===== src/rtl/pdat_rx_pkg.sv =====
// Shared types and constants for the parallel-data capture receiver.
package pdat_rx_pkg;

  typedef enum logic [1:0] {
    S_IDLE  = 2'd0,
    S_ARMED = 2'd1,
    S_RUN   = 2'd2,
    S_DONE  = 2'd3
  } state_t;

  localparam int SYNC_STAGES = 2;
  localparam int DAT_DLY     = 3;

endpackage


===== src/rtl/capture_fifo.sv =====
// Synchronous sample FIFO with registered read port and a flush input.
module capture_fifo
  import pdat_rx_pkg::*;
#(
  parameter int AW    = 6,
  parameter int W_DAT = 16
) (
  input  logic             clk,
  input  logic             rst,
  input  logic             clr,
  input  logic             we,
  input  logic [W_DAT-1:0] wd,
  input  logic             re,
  output logic [W_DAT-1:0] rd,
  output logic             rv,
  output logic [AW:0]      level,
  output logic             full,
  output logic             empty
);

  localparam int DEPTH = 2**AW;

  logic [W_DAT-1:0] mem [DEPTH];
  logic [AW:0]      wp;
  logic [AW:0]      rp;
  logic             pop;
  logic             push;

  // Pointers carry one extra wrap bit so a full FIFO is distinguishable from empty.
  assign level = wp - rp;
  assign full  = level[AW];
  assign empty = (level == '0);

  // No read-through when empty; a pop while full frees the slot being written.
  assign pop  = re & ~empty & ~clr;
  assign push = we & (~full | pop) & ~clr;

  always_ff @(posedge clk or posedge rst) begin
    if (rst) begin
      wp <= '0;
      rp <= '0;
      rd <= '0;
      rv <= 1'b0;
    end else if (clr) begin
      wp <= '0;
      rp <= '0;
      rv <= 1'b0;
    end else begin
      rv <= pop;
      if (push) wp <= wp + 1'b1;
      if (pop) begin
        rp <= rp + 1'b1;
        rd <= mem[rp[AW-1:0]];
      end
    end
  end

  always_ff @(posedge clk) begin
    if (push) mem[wp[AW-1:0]] <= wd;
  end

endmodule


===== src/rtl/pdat_capture_rx.sv =====
// Receive side of the parallel-data link: oversamples ext_clk, captures ext_dat
// on each rising edge and queues the samples for the core.
module pdat_capture_rx
  import pdat_rx_pkg::*;
#(
  parameter int W_DAT = 16,
  parameter int AW    = 6,
  parameter int W_N   = 16
) (
  input  logic             clk,
  input  logic             rst,
  input  logic             cap_en,
  input  logic             cap_clr,
  input  logic [W_N-1:0]   n_smp,
  input  logic             ext_clk,
  input  logic [W_DAT-1:0] ext_dat,
  input  logic             rd_en,
  output logic [W_DAT-1:0] rd_dat,
  output logic             rd_vld,
  output logic [AW:0]      level,
  output logic             ovf,
  output logic             done,
  output logic             busy
);

  // state | meaning
  // IDLE  | capture off, FIFO still readable
  // ARMED | waiting for the first edge, which is discarded for alignment
  // RUN   | every edge writes a sample and counts toward n_smp
  // DONE  | n_smp samples taken; no writes until cap_en drops

  state_t           state;
  logic [SYNC_STAGES-1:0] sync_q;
  logic             edge_hist;
  logic             edge_q;
  logic [W_DAT-1:0] dat_dly [DAT_DLY];
  logic [W_N-1:0]   cnt;
  logic [W_N-1:0]   cnt_inc;
  logic [W_N-1:0]   n_lat;
  logic             we_q;
  logic [W_DAT-1:0] wd_q;
  logic             fifo_full;
  logic             fifo_empty;
  logic             drop;

  // Synchroniser, edge register and matching data delay line.
  always_ff @(posedge clk or posedge rst) begin
    if (rst) begin
      sync_q    <= '0;
      edge_hist <= 1'b0;
      edge_q    <= 1'b0;
      for (int i = 0; i < DAT_DLY; i++) dat_dly[i] <= '0;
    end else begin
      sync_q    <= {sync_q[SYNC_STAGES-2:0], ext_clk};
      edge_hist <= sync_q[SYNC_STAGES-1];
      edge_q    <= sync_q[SYNC_STAGES-1] & ~edge_hist;
      dat_dly[0] <= ext_dat;
      for (int i = 1; i < DAT_DLY; i++) dat_dly[i] <= dat_dly[i-1];
    end
  end

  assign cnt_inc = cnt + W_N'(1);
  assign drop    = we_q & fifo_full & ~(rd_en & ~fifo_empty);

  always_ff @(posedge clk or posedge rst) begin
    if (rst) begin
      state <= S_IDLE;
      busy  <= 1'b0;
      done  <= 1'b0;
      ovf   <= 1'b0;
      cnt   <= '0;
      n_lat <= '0;
      we_q  <= 1'b0;
      wd_q  <= '0;
    end else begin
      we_q <= 1'b0;
      if (drop) ovf <= 1'b1;
      if (!cap_en) begin
        state <= S_IDLE;
        busy  <= 1'b0;
      end else begin
        case (state)
          S_IDLE: begin
            state <= S_ARMED;
            busy  <= 1'b1;
            n_lat <= n_smp;
            cnt   <= '0;
          end
          S_ARMED: begin
            if (edge_q) state <= S_RUN;
          end
          S_RUN: begin
            if (edge_q) begin
              we_q <= 1'b1;
              wd_q <= dat_dly[DAT_DLY-1];
              cnt  <= cnt_inc;
              if (n_lat != '0 && cnt_inc == n_lat) begin
                state <= S_DONE;
                busy  <= 1'b0;
                done  <= 1'b1;
              end
            end
          end
          default: ;
        endcase
      end
      // Flush wins over any edge or write in flight this cycle.
      if (cap_clr) begin
        cnt  <= '0;
        done <= 1'b0;
        ovf  <= 1'b0;
        we_q <= 1'b0;
      end
    end
  end

  capture_fifo #(
    .AW    (AW),
    .W_DAT (W_DAT)
  ) u_fifo (
    .clk   (clk),
    .rst   (rst),
    .clr   (cap_clr),
    .we    (we_q),
    .wd    (wd_q),
    .re    (rd_en),
    .rd    (rd_dat),
    .rv    (rd_vld),
    .level (level),
    .full  (fifo_full),
    .empty (fifo_empty)
  );

endmodule

===== config.mk =====
export PLATFORM = sky130hd
export DESIGN_NAME = pdat_capture_rx
export DESIGN_NICKNAME = d
export VERILOG_FILES = /design/src/rtl/pdat_rx_pkg.sv /design/src/rtl/capture_fifo.sv /design/src/rtl/pdat_capture_rx.sv
export SDC_FILE = /design/constraint.sdc
export NUM_CORES = 1
export LEC_CHECK = 0
export CORE_MARGIN = 3
export CORE_UTILIZATION = 65
export DETAILED_ROUTE_END_ITERATION = 7
export MAX_ROUTING_LAYER = met4
export PLACE_DENSITY = 0.82
export SETUP_SLACK_MARGIN = 0.3
export SYNTH_ARGS = -nofsm -noshare
export SYNTH_HDL_FRONTEND = slang
export SYNTH_SLANG_ARGS = --single-unit

===== constraint.sdc =====
create_clock -name clk -period 14.8 [get_ports clk]
set_clock_uncertainty 0.1 [all_clocks]
set_input_delay 2.22 -clock clk [delete_from_list [all_inputs] [get_ports clk]]
set_output_delay 2.22 -clock clk [all_outputs]
set_load 0.02 [all_outputs]

== Yosys cells after proc, flatten, opt, wreduce, memory -nomap -nowiden ==
Memories as Yosys holds them, arrays and structs flattened. A register that Yosys moved wholly into a read port is not among the register bits.
Index checks and enable logic that the tools add are counted.
Cells by class
  add/sub/neg operators: 4
  multiply operators: 0
  divide/modulo/power cells: 0
  order comparisons: 0
  equal/unequal tests: 9
  shift operators: 0
  muxes and demuxes: 31
  bitwise gates (word level): 13
  reduce and logical (&&, ||, !) cells: 19
Operators with widths (count)
  16-bit two-way mux: 3
  16-bit case mux with 2 select lines: 1
  7-bit two-way mux: 4
  1-bit two-way mux: 17
  16-bit by 1-bit adder with 16-bit output (second input constant): 1
  16-bit == test: 1
  16-bit nonzero test: 1
  7-bit by 1-bit adder with 7-bit output (second input constant): 2
  2-bit nonzero test: 7
  3-bit inequality test (second input constant): 4
  3-bit AND reduction: 3
  2-bit two-way mux: 4
  4-bit AND reduction: 2
  1-bit bitwise AND: 7
  7-bit zero test: 1
  7-bit subtractor: 1
  2-bit case mux with 3 select lines: 1
  1-bit NOT: 5
  4-bit by 1-bit inequality test with 1-bit output (second input constant): 1
  2-bit AND reduction: 2
  3-bit by 1-bit inequality test with 1-bit output (second input constant): 1
  3-bit nonzero test: 1
  2-bit by 1-bit == test with 1-bit output (second input constant): 1
  2-bit == test (second input constant): 1
  4 further kinds: 4
Word-level totals
  bits in registers: 121
  latch bits: 0
  RAM bits: 1024
  ROM bits: 0
  input bits: 38
  output and inout bits: 27
  word-level logic and storage cells: 94
  memories: 1
Memories
  u_fifo.mem: depth 64, width 16, rd ports 1, clocked after memory_dff 1, write ports 1, line capture_fifo.sv:23  | logic [W_DAT-1:0] mem [DEPTH];

== Depth between registers and ports, before layout ==
Gate-level depths: netlist of the first run.
  word-level depth: 10
  mapped depth: 16
  depth with buffers taken out: 12

== Hierarchy ==
Synthesis of the first run repeated with hierarchy kept, for this count alone.
Second synthesis, totals
  cells, all modules: 2232
  area, all modules: 45212.1 µm²
By module, submodules not included
  capture_fifo: instances 1, cells an instance 1916, area each 40991.8 µm², sequential area each 31525.2 µm²
  pdat_capture_rx: instances 1, cells an instance 316, area each 4220.3 µm², sequential area each 2652.5 µm²

== Worst setup path after synthesis of the first run ==
OpenSTA, ideal clock, no wires.
  path type: flip-flop to output port
  from: register u_fifo.rp[1]
  to: output level[6]
  arrival time: 3.219 ns
  data required time: 12.480 ns
  path slack: 9.261 ns
  stages on the path, launching flop included: 14
  buffers on the path: 6
  cells stage by stage: dfrtp_1 > buf_2 > buf_2 > buf_2 > buf_2 > buf_1 > inv_1 > fa_1 > a21o_1 > a21oi_1 > nor2_1 > a311oi_1 > inv_1 > buf_4
On the way
  longest elaborated chain between the ends: 1
RTL lines
  start, declared: line capture_fifo.sv:25  | logic [AW:0] rp;
  start signal, assigned: line capture_fifo.sv:52  | rp <= rp + 1'b1;
  7-bit subtractor: line capture_fifo.sv:30  | assign level = wp - rp;
  end, declared: line pdat_capture_rx.sv:20  | output logic [AW:0] level,
No other way between the ends.

== Final worst setup path of the first run ==
  from: register u_fifo.rp[2]
  to: output level[6]
The elaborated chain is that of the path after synthesis.

==> out/results.ini, run 1 <==
[timing]
fin_crit_sh_pct = 49.73
max_freq_mhz = 135.9
fin_tns_setup_ns = 0
drv_slew = 0
worst_pin_slew_ns = 1.395
setup_viol = 0
slew_headroom_pct = 6.999
finalHoldViolCount = 0
rsz0062_at_grt = false
period_needed_ns = 7.359

[die]
die_x_microns = 268.7
dieArea_sq_mm = 0.07218
start_util_pct = 66.19
rows = 95
io_pins = 65
core_sq_mm = 0.06775
die_y_microns = 268.7

[grt]
busiest_layer = met2
grt_pass1_vias = 23430
grt_max_degree = 173
grt_use_total_pct = 33.29
grt_pass1_wl_mm = 163.9
overflow = 0
use_met1_pct = 43.39
antenna_found_initial = 9
use_met3_pct = 7.747
met2_usage_pct = 51.56

[worst_setup_path]
r2r_cells = 11
end_kind = output port
reg2reg_slack_ns = 8.66
path_cells = inv_4, ha_1, a21o_1, a21oi_1, nor2_1, a311oi_1, inv_1, clkdlybuf4s50_1
path_max_fanout = 25
critPathTopFamily = buffers and inverters
cp_slowest_stage_delay_ns = 1.11
crit_buf_inv = 3
path_class = flop to output port
r2r-end = u_fifo.mem[47][14]$_DFFE_PP_
arrival_ns = 5.04
crit_start = u_fifo.rp[2]$_DFFE_PP0P_
r2r-start = u_fifo.rp[2]$_DFFE_PP0P_
cp_slowest_cell = dfrtp_1
critPathRequiredTime_ns = 12.48
cp-start-kind = flop

[logic_synthesis]
syn_area_per_cell_sq_um = 21.73
synth_cells = 2064
yosys_most_used_dff = edfxtp_1
yosysUniqueCellTypes = 56
syn-num-nets = 2115
synth_async_sr_flop_share_pct = 11.80
synth_area_sq_mm = 0.04485
ys_seq_elements = 1161
ys_seq_area_share_pct = 76.21
synth_edf_count = 1024
yosysWarnings = 0

[route]
via_count = 23130
drcViolationCount = 0
dr.first_iter.drc_count = 3483
routed_wirelength_mm = 113.2
avgViaCountPerCell = 7.237
postRouteAntennaNets = 0
firstDrtPassIters = 6
route.detailed.wl_per_inst_microns = 35.43

[worst_hold_path]
hold_end = dat_dly[31]$_DFF_PP0_
min_from = dat_dly[47]$_DFF_PP0_
hold_depth = 0
min_path_type = flop to flop

[cts]
cts_buffers = 110
root_buffer = clkbuf_16
clkSinkCount = 1161
post_cts_buffers = 0
htree_levels = 3
cts_tree = done
clockBufferDepth = 3
clkLatencyLatePin_ns = 0.68
postCtsHoldBufs = 0
ctsResizeCount = 0
clk_pin_slew_worst_paths_ns = 0.06

[pwr]
vdd_drop_max_mv = 0.1173
pwr-share-comb_pct = 10.1
p_leak_uw = 0.01655
seqPwrFrac_pct = 52.3
internal-power_uw = 6017
power.switching_uw = 1968
clock_power_share_pct = 37.7
swShare_pct = 24.65
powerDensity_mw_per_mm2 = 157.5

[layout]
fin_area_sq_mm = 0.05069
drive_gt1_share_pct = 28.68
syn_to_final_growth_pct = 13.04
fin_nets = 2266
instances_no_fill = 3196

[placed_design]
dpl_cell_area_sq_mm = 0.04676
gp_congestion = 0.9026
dp_cells = 2976
io_buffers = 64
place_hpwl_mm = 58.53

[run_status]
status = complete, no violations

[flow_run]
drv_cap = 0

==> per-stage QoR <==
step	util (%)	total power [uW]	hold WS (ns)	setup WS [ns]
2_1_floorplan	-	4613	0.2312	8.812
3_3_place_gp	69.02	4950	0.2326	8.553
3_5_place_dp	69.02	4998	0.2347	8.468
4_1_cts	74.77	7979	0.2472	7.509
5_1_grt	74.81	8174	0.2508	7.273
6_report	74.82	7984	0.2427	7.441
==> cell usage after synthesis (5+ instances only) <==
library cell  instances  area share (%)
a21oi_1              23            0.26
a31oi_1               5           0.070
a32oi_1              10            0.20
and3_1                5           0.070
buf_1                11           0.092
buf_2                32            0.36
buf_4                 7            0.12
buf_6                 5            0.13
clkbuf_1             53            0.44
dfrtp_1             137             7.6
edfxtp_1           1024              69
ha_1                 12            0.33
inv_1                21            0.18
mux2_2               48             1.2
mux2i_1              14            0.31
mux4_2              316              16
nand2_1              56            0.47
nand2b_1              5           0.070
nand3_1              14            0.16
nand3b_1              5           0.084
nand4_1               9            0.13
nor2_1               94            0.79
nor3_1                6           0.067
nor4_1                6           0.084
o21ai_0              57            0.64
o31ai_1               8            0.13
or3_1                 7           0.098
xnor2_1              16            0.31
xor2_1               15            0.29
==> layout make-up <==
class	count	area (sq um)
inverter	21	86.33
fill	3355	17060
clock inverter	65	792.0
clock buffer	144	3107
timing repair buffer	147	1289
multi-input combinational	774	10090
sequential	1161	34210
antenna	11	27.53
tap	873	1092
==> metal layers <==
layer / wire, microns / vias up / part of all wire (%)
met5: 0 / - / 0
met4: 5575 / 0 / 4.9
met3: 12980 / 374 / 11
met2: 56260 / 1878 / 50
met1: 38430 / 12020 / 34
li1: - / 8852 / -
==> cells in the final DEF, fill, tap and decap left out, types with 4 or more instances in the layout <==
cell type	instances
edfxtp_1	1024
mux4_2	316
dfrtp_1	118
clkbuf_16	115
nor2_1	94
buf_4	81
clkdlybuf4s50_1	64
o21ai_0	57
nand2_1	56
mux2_2	48
clkinv_2	28
a21oi_1	23
inv_1	19
clkbuf_1	17
dfrtp_2	17
xnor2_1	16
bufinv_16	16
xor2_1	15
nand3_1	14
mux2i_1	14
ha_1	12
clkbuf_8	12
diode_2	11
a32oi_1	10
nand4_1	9
clkinv_1	9
o31ai_1	8
or3_1	7
nor3_1	6
nor4_1	6
clkinvlp_4	6
nand2b_1	5
and3_1	5
nand3b_1	5
a21o_1	4
a31oi_1	4
inv_6	4
==> power groups by stage <==
stage | registers (uW) | clock network, uW | logic [uW]
after CTS | 4160 | 3020 | 798
after floorplan | 4140 | 0 | 472
after detailed placement | 4220 | 0 | 776
after global routing | 4190 | 3150 | 840
after global placement | 4200 | 0 | 752
final | 4170 | 3010 | 803
==> flip-flops by register name, indices dropped and copies added, names as in the netlist, 7 cells and up <==
signal / flops
dat_dly: 48
cnt: 16
u_fifo.rp: 7
u_fifo.mem: 1024
wd_q: 16
u_fifo.rd: 16
n_lat: 16
u_fifo.wp: 7
==> worst max path at each step <==
stage          slack (ns)  cells past startpoint               end
3_3_place_gp         8.55                      8          level[6]
2_1_floorplan        8.81                      1  busy$_DFFE_PP0P_
3_5_place_dp         8.47                      8          level[6]
6_report             7.44                      8          level[6]
5_1_grt              7.27                      8          level[6]
4_1_cts              7.51                      8          level[6]
==> kinds of logic after synthesis <==
logic type | Yosys count | share of synthesized area, %
XOR/XNOR | 31 | 0.6054
AND/OR/NAND/NOR | 224 | 2.338
buffers and inverters | 129 | 1.311
adder cells (fa/ha/maj) | 13 | 0.3794
flip-flops | 1161 | 76.21
multiplexers | 378 | 17.39
AO/OA/AOI/OAI | 128 | 1.769
No activity file was read; power rests on OpenSTA's default activity.
==> run 2: changes to the inputs <==
--- a/config.mk
+++ b/config.mk
@@ -6,10 +6,10 @@
 export NUM_CORES = 1
 export LEC_CHECK = 0
 export CORE_MARGIN = 3
-export CORE_UTILIZATION = 65
+export CORE_UTILIZATION = 56
 export DETAILED_ROUTE_END_ITERATION = 7
 export MAX_ROUTING_LAYER = met4
-export PLACE_DENSITY = 0.82
+export PLACE_DENSITY = 0.75
 export SETUP_SLACK_MARGIN = 0.3
 export SYNTH_ARGS = -nofsm -noshare
 export SYNTH_HDL_FRONTEND = slang
==> constraint.sdc (replaced) <==
create_clock -name clk -period 6.2 [get_ports clk]
set_clock_uncertainty 0.1 [all_clocks]
set_input_delay 0.93 -clock clk [delete_from_list [all_inputs] [get_ports clk]]
set_output_delay 0.93 -clock clk [all_outputs]
set_load 0.02 [all_outputs]
==> run 2 against run 1 <==
  * Via count fell by 4.7%
  * Die area rose by 16%
  * Register-to-register slack got worse by 7.3 ns
  * Critical path type unchanged
  * Largest cell class unchanged
  * Largest power group unchanged
  * Highest routed layer unchanged
==> out/results.ini, run 2 (synthesis results as in run 1) <==
[route]
firstDrtPassIters = 7
avgViaCountPerCell = 6.538
via_count = 22050
route.detailed.wl_per_inst_microns = 30.98
dr.first_iter.drc_count = 2992
postRouteAntennaNets = 0
routed_wirelength_mm = 104.5
drcViolationCount = 0

[cts]
htree_levels = 3
clk_pin_slew_worst_paths_ns = 0.06
root_buffer = clkbuf_16
post_cts_buffers = 0
cts_buffers = 110
clockBufferDepth = 3
clkLatencyLatePin_ns = 0.68
cts_tree = done
ctsResizeCount = 0
postCtsHoldBufs = 0
clkSinkCount = 1161

[die]
io_pins = 65
die_y_microns = 289.0
rows = 103
dieArea_sq_mm = 0.08352
core_sq_mm = 0.07913
die_x_microns = 289.0
start_util_pct = 56.68

[grt]
grt_max_degree = 186
antenna_found_initial = 2
grt_use_total_pct = 26.39
grt_pass1_vias = 22510
overflow = 0
grt_pass1_wl_mm = 153.5

[worst_setup_path]
path_cells = inv_4, ha_1, a21o_1, a21oi_1, nor2_1, a311oi_1, inv_1, clkdlybuf4s50_1
cp_slowest_cell = a311oi_1
r2r_cells = 11
path_class = flop to output port
path_max_fanout = 23
r2r-end = u_fifo.mem[15][13]$_DFFE_PP_
r2r-start = u_fifo.rp[2]$_DFFE_PP0P_
reg2reg_slack_ns = 1.38
critPathRequiredTime_ns = 5.17
end_kind = output port
cp-start-kind = flop
cp_slowest_stage_delay_ns = 0.78
arrival_ns = 4.08

[pwr]
clock_power_share_pct = 37.1
powerDensity_mw_per_mm2 = 367.6
swShare_pct = 23.76
vdd_drop_max_mv = 0.2732
seqPwrFrac_pct = 53.1
internal-power_uw = 14250
power.switching_uw = 4443
pwr-share-comb_pct = 9.8
p_leak_uw = 0.01655
totalPowerFinal_uw = 18700

[worst_hold_path]
hold_end = dat_dly[17]$_DFF_PP0_
min_path_type = flop to flop
min_from = dat_dly[33]$_DFF_PP0_
hold_depth = 0

[timing]
slew_headroom_pct = 8.204
finalHoldViolCount = 0
fin_ws_ns = 1.086
period_needed_ns = 5.114
max_freq_mhz = 195.6
setup_viol = 0
drv_slew = 0
fin_crit_sh_pct = 82.48
worst_pin_slew_ns = 1.366
rsz0062_at_grt = false
fin_tns_setup_ns = 0

[layout]
instances_no_fill = 3373
syn_to_final_growth_pct = 13.42
diodes = 0
layout_common_cells = edfxtp_1, mux4_2, dfrtp_1
final_common_cell = edfxtp_1
drive_gt1_share_pct = 28.41
n_fill_cell = 5049
multiInputGateArea_sq_mm = 0.01009
largest_reg_flops = 1024
fin_nets = 2277
seq_area_sq_mm = 0.03421

[run_status]
status = complete, no violations

[placed_design]
place_hpwl_mm = 57.81
dp_slack_ns = 1.398
io_buffers = 64
gp_congestion = 0.9196
dp_cells = 3164

[flow_run]
drv_cap = 0

[run 2: changes by cell type in the layout (fill, tap and decap cells not counted), moves of 2 or more]
| cell | before | now |
|---|---|---|
| clkinv_1 | 9 | 25 |
| buf_4 | 81 | 92 |
| diode_2 | 11 | 0 |
| clkinv_2 | 28 | 21 |
| clkbuf_8 | 12 | 7 |
| clkbuf_1 | 17 | 15 |
| clkinv_4 | 0 | 2 |
[run 2: layer usage]
metal / GRT usage [%] / vias up / routed length [microns] / share of wire [%]
li1: - / 8866 / - / -
met3: 4.799 / 222 / 9368 / 9.0
met4: 8.027 / 0 / 3201 / 3.1
met5: - / - / 0 / 0
met2: 41.48 / 1281 / 52370 / 50
met1: 36.01 / 11680 / 39560 / 38
[run 2: area by class of cell]
class,count,area share (%)
sequential,1161,67.25
multi-input combinational,774,19.84
clock buffer,138,6.007
tap,1050,2.583
clock inverter,71,1.451
timing repair buffer,158,2.696
inverter,21,0.1697
[run 2: per-stage QoR]
| step | area, sq um | hold WS [ns] | utilization, % |
|---|---|---|---|
| after floorplan | 44850 | 0.2312 | - |
| after global placement | 47070 | 0.2327 | 59.48 |
| after detailed placement | 47070 | 0.2347 | 59.48 |
| after CTS | 50860 | 0.2450 | 64.27 |
| after global routing | 50870 | 0.2497 | 64.28 |
| final | 50870 | 0.2443 | 64.28 |
[run 2: worst max path at each step]
stage / startpoint / to / slack (ns) / cells after the start
floorplan: u_fifo.rp[1]$_DFFE_PP0P_ / u_fifo.mem[59][0]$_DFFE_PP_ / 1.22 / 15
global placement: u_fifo.rp[2]$_DFFE_PP0P_ / u_fifo.mem[15][6]$_DFFE_PP_ / 1.66 / 11
detailed placement: u_fifo.rp[2]$_DFFE_PP0P_ / u_fifo.mem[15][12]$_DFFE_PP_ / 1.40 / 11
CTS: u_fifo.rp[2]$_DFFE_PP0P_ / level[6] / 1.09 / 8
global route: u_fifo.rp[2]$_DFFE_PP0P_ / level[6] / 0.97 / 8
finish: u_fifo.rp[2]$_DFFE_PP0P_ / level[6] / 1.09 / 8
[run 2: power groups by stage]
stage / logic (uW) / clock network (uW) / registers [uW]
6_report: 1830 / 6940 / 9920
5_1_grt: 1960 / 7320 / 9960
4_1_cts: 1860 / 7020 / 9910
3_5_place_dp: 1840 / 0 / 10100
3_3_place_gp: 1800 / 0 / 10000
2_1_floorplan: 1130 / 0 / 9890
[run 2: critical path: cells and delay by family, from the launching register on]
| kind | cells | cell delay, ns |
|---|---|---|
| AOI/OAI and AO/OA | 3 | 1.24 |
| adders and majority gates | 1 | 0.36 |
| buffers and inverters | 3 | 1.29 |
| DFF | 1 | 0.41 |
| and+or+nand+nor | 1 | 0.09 |
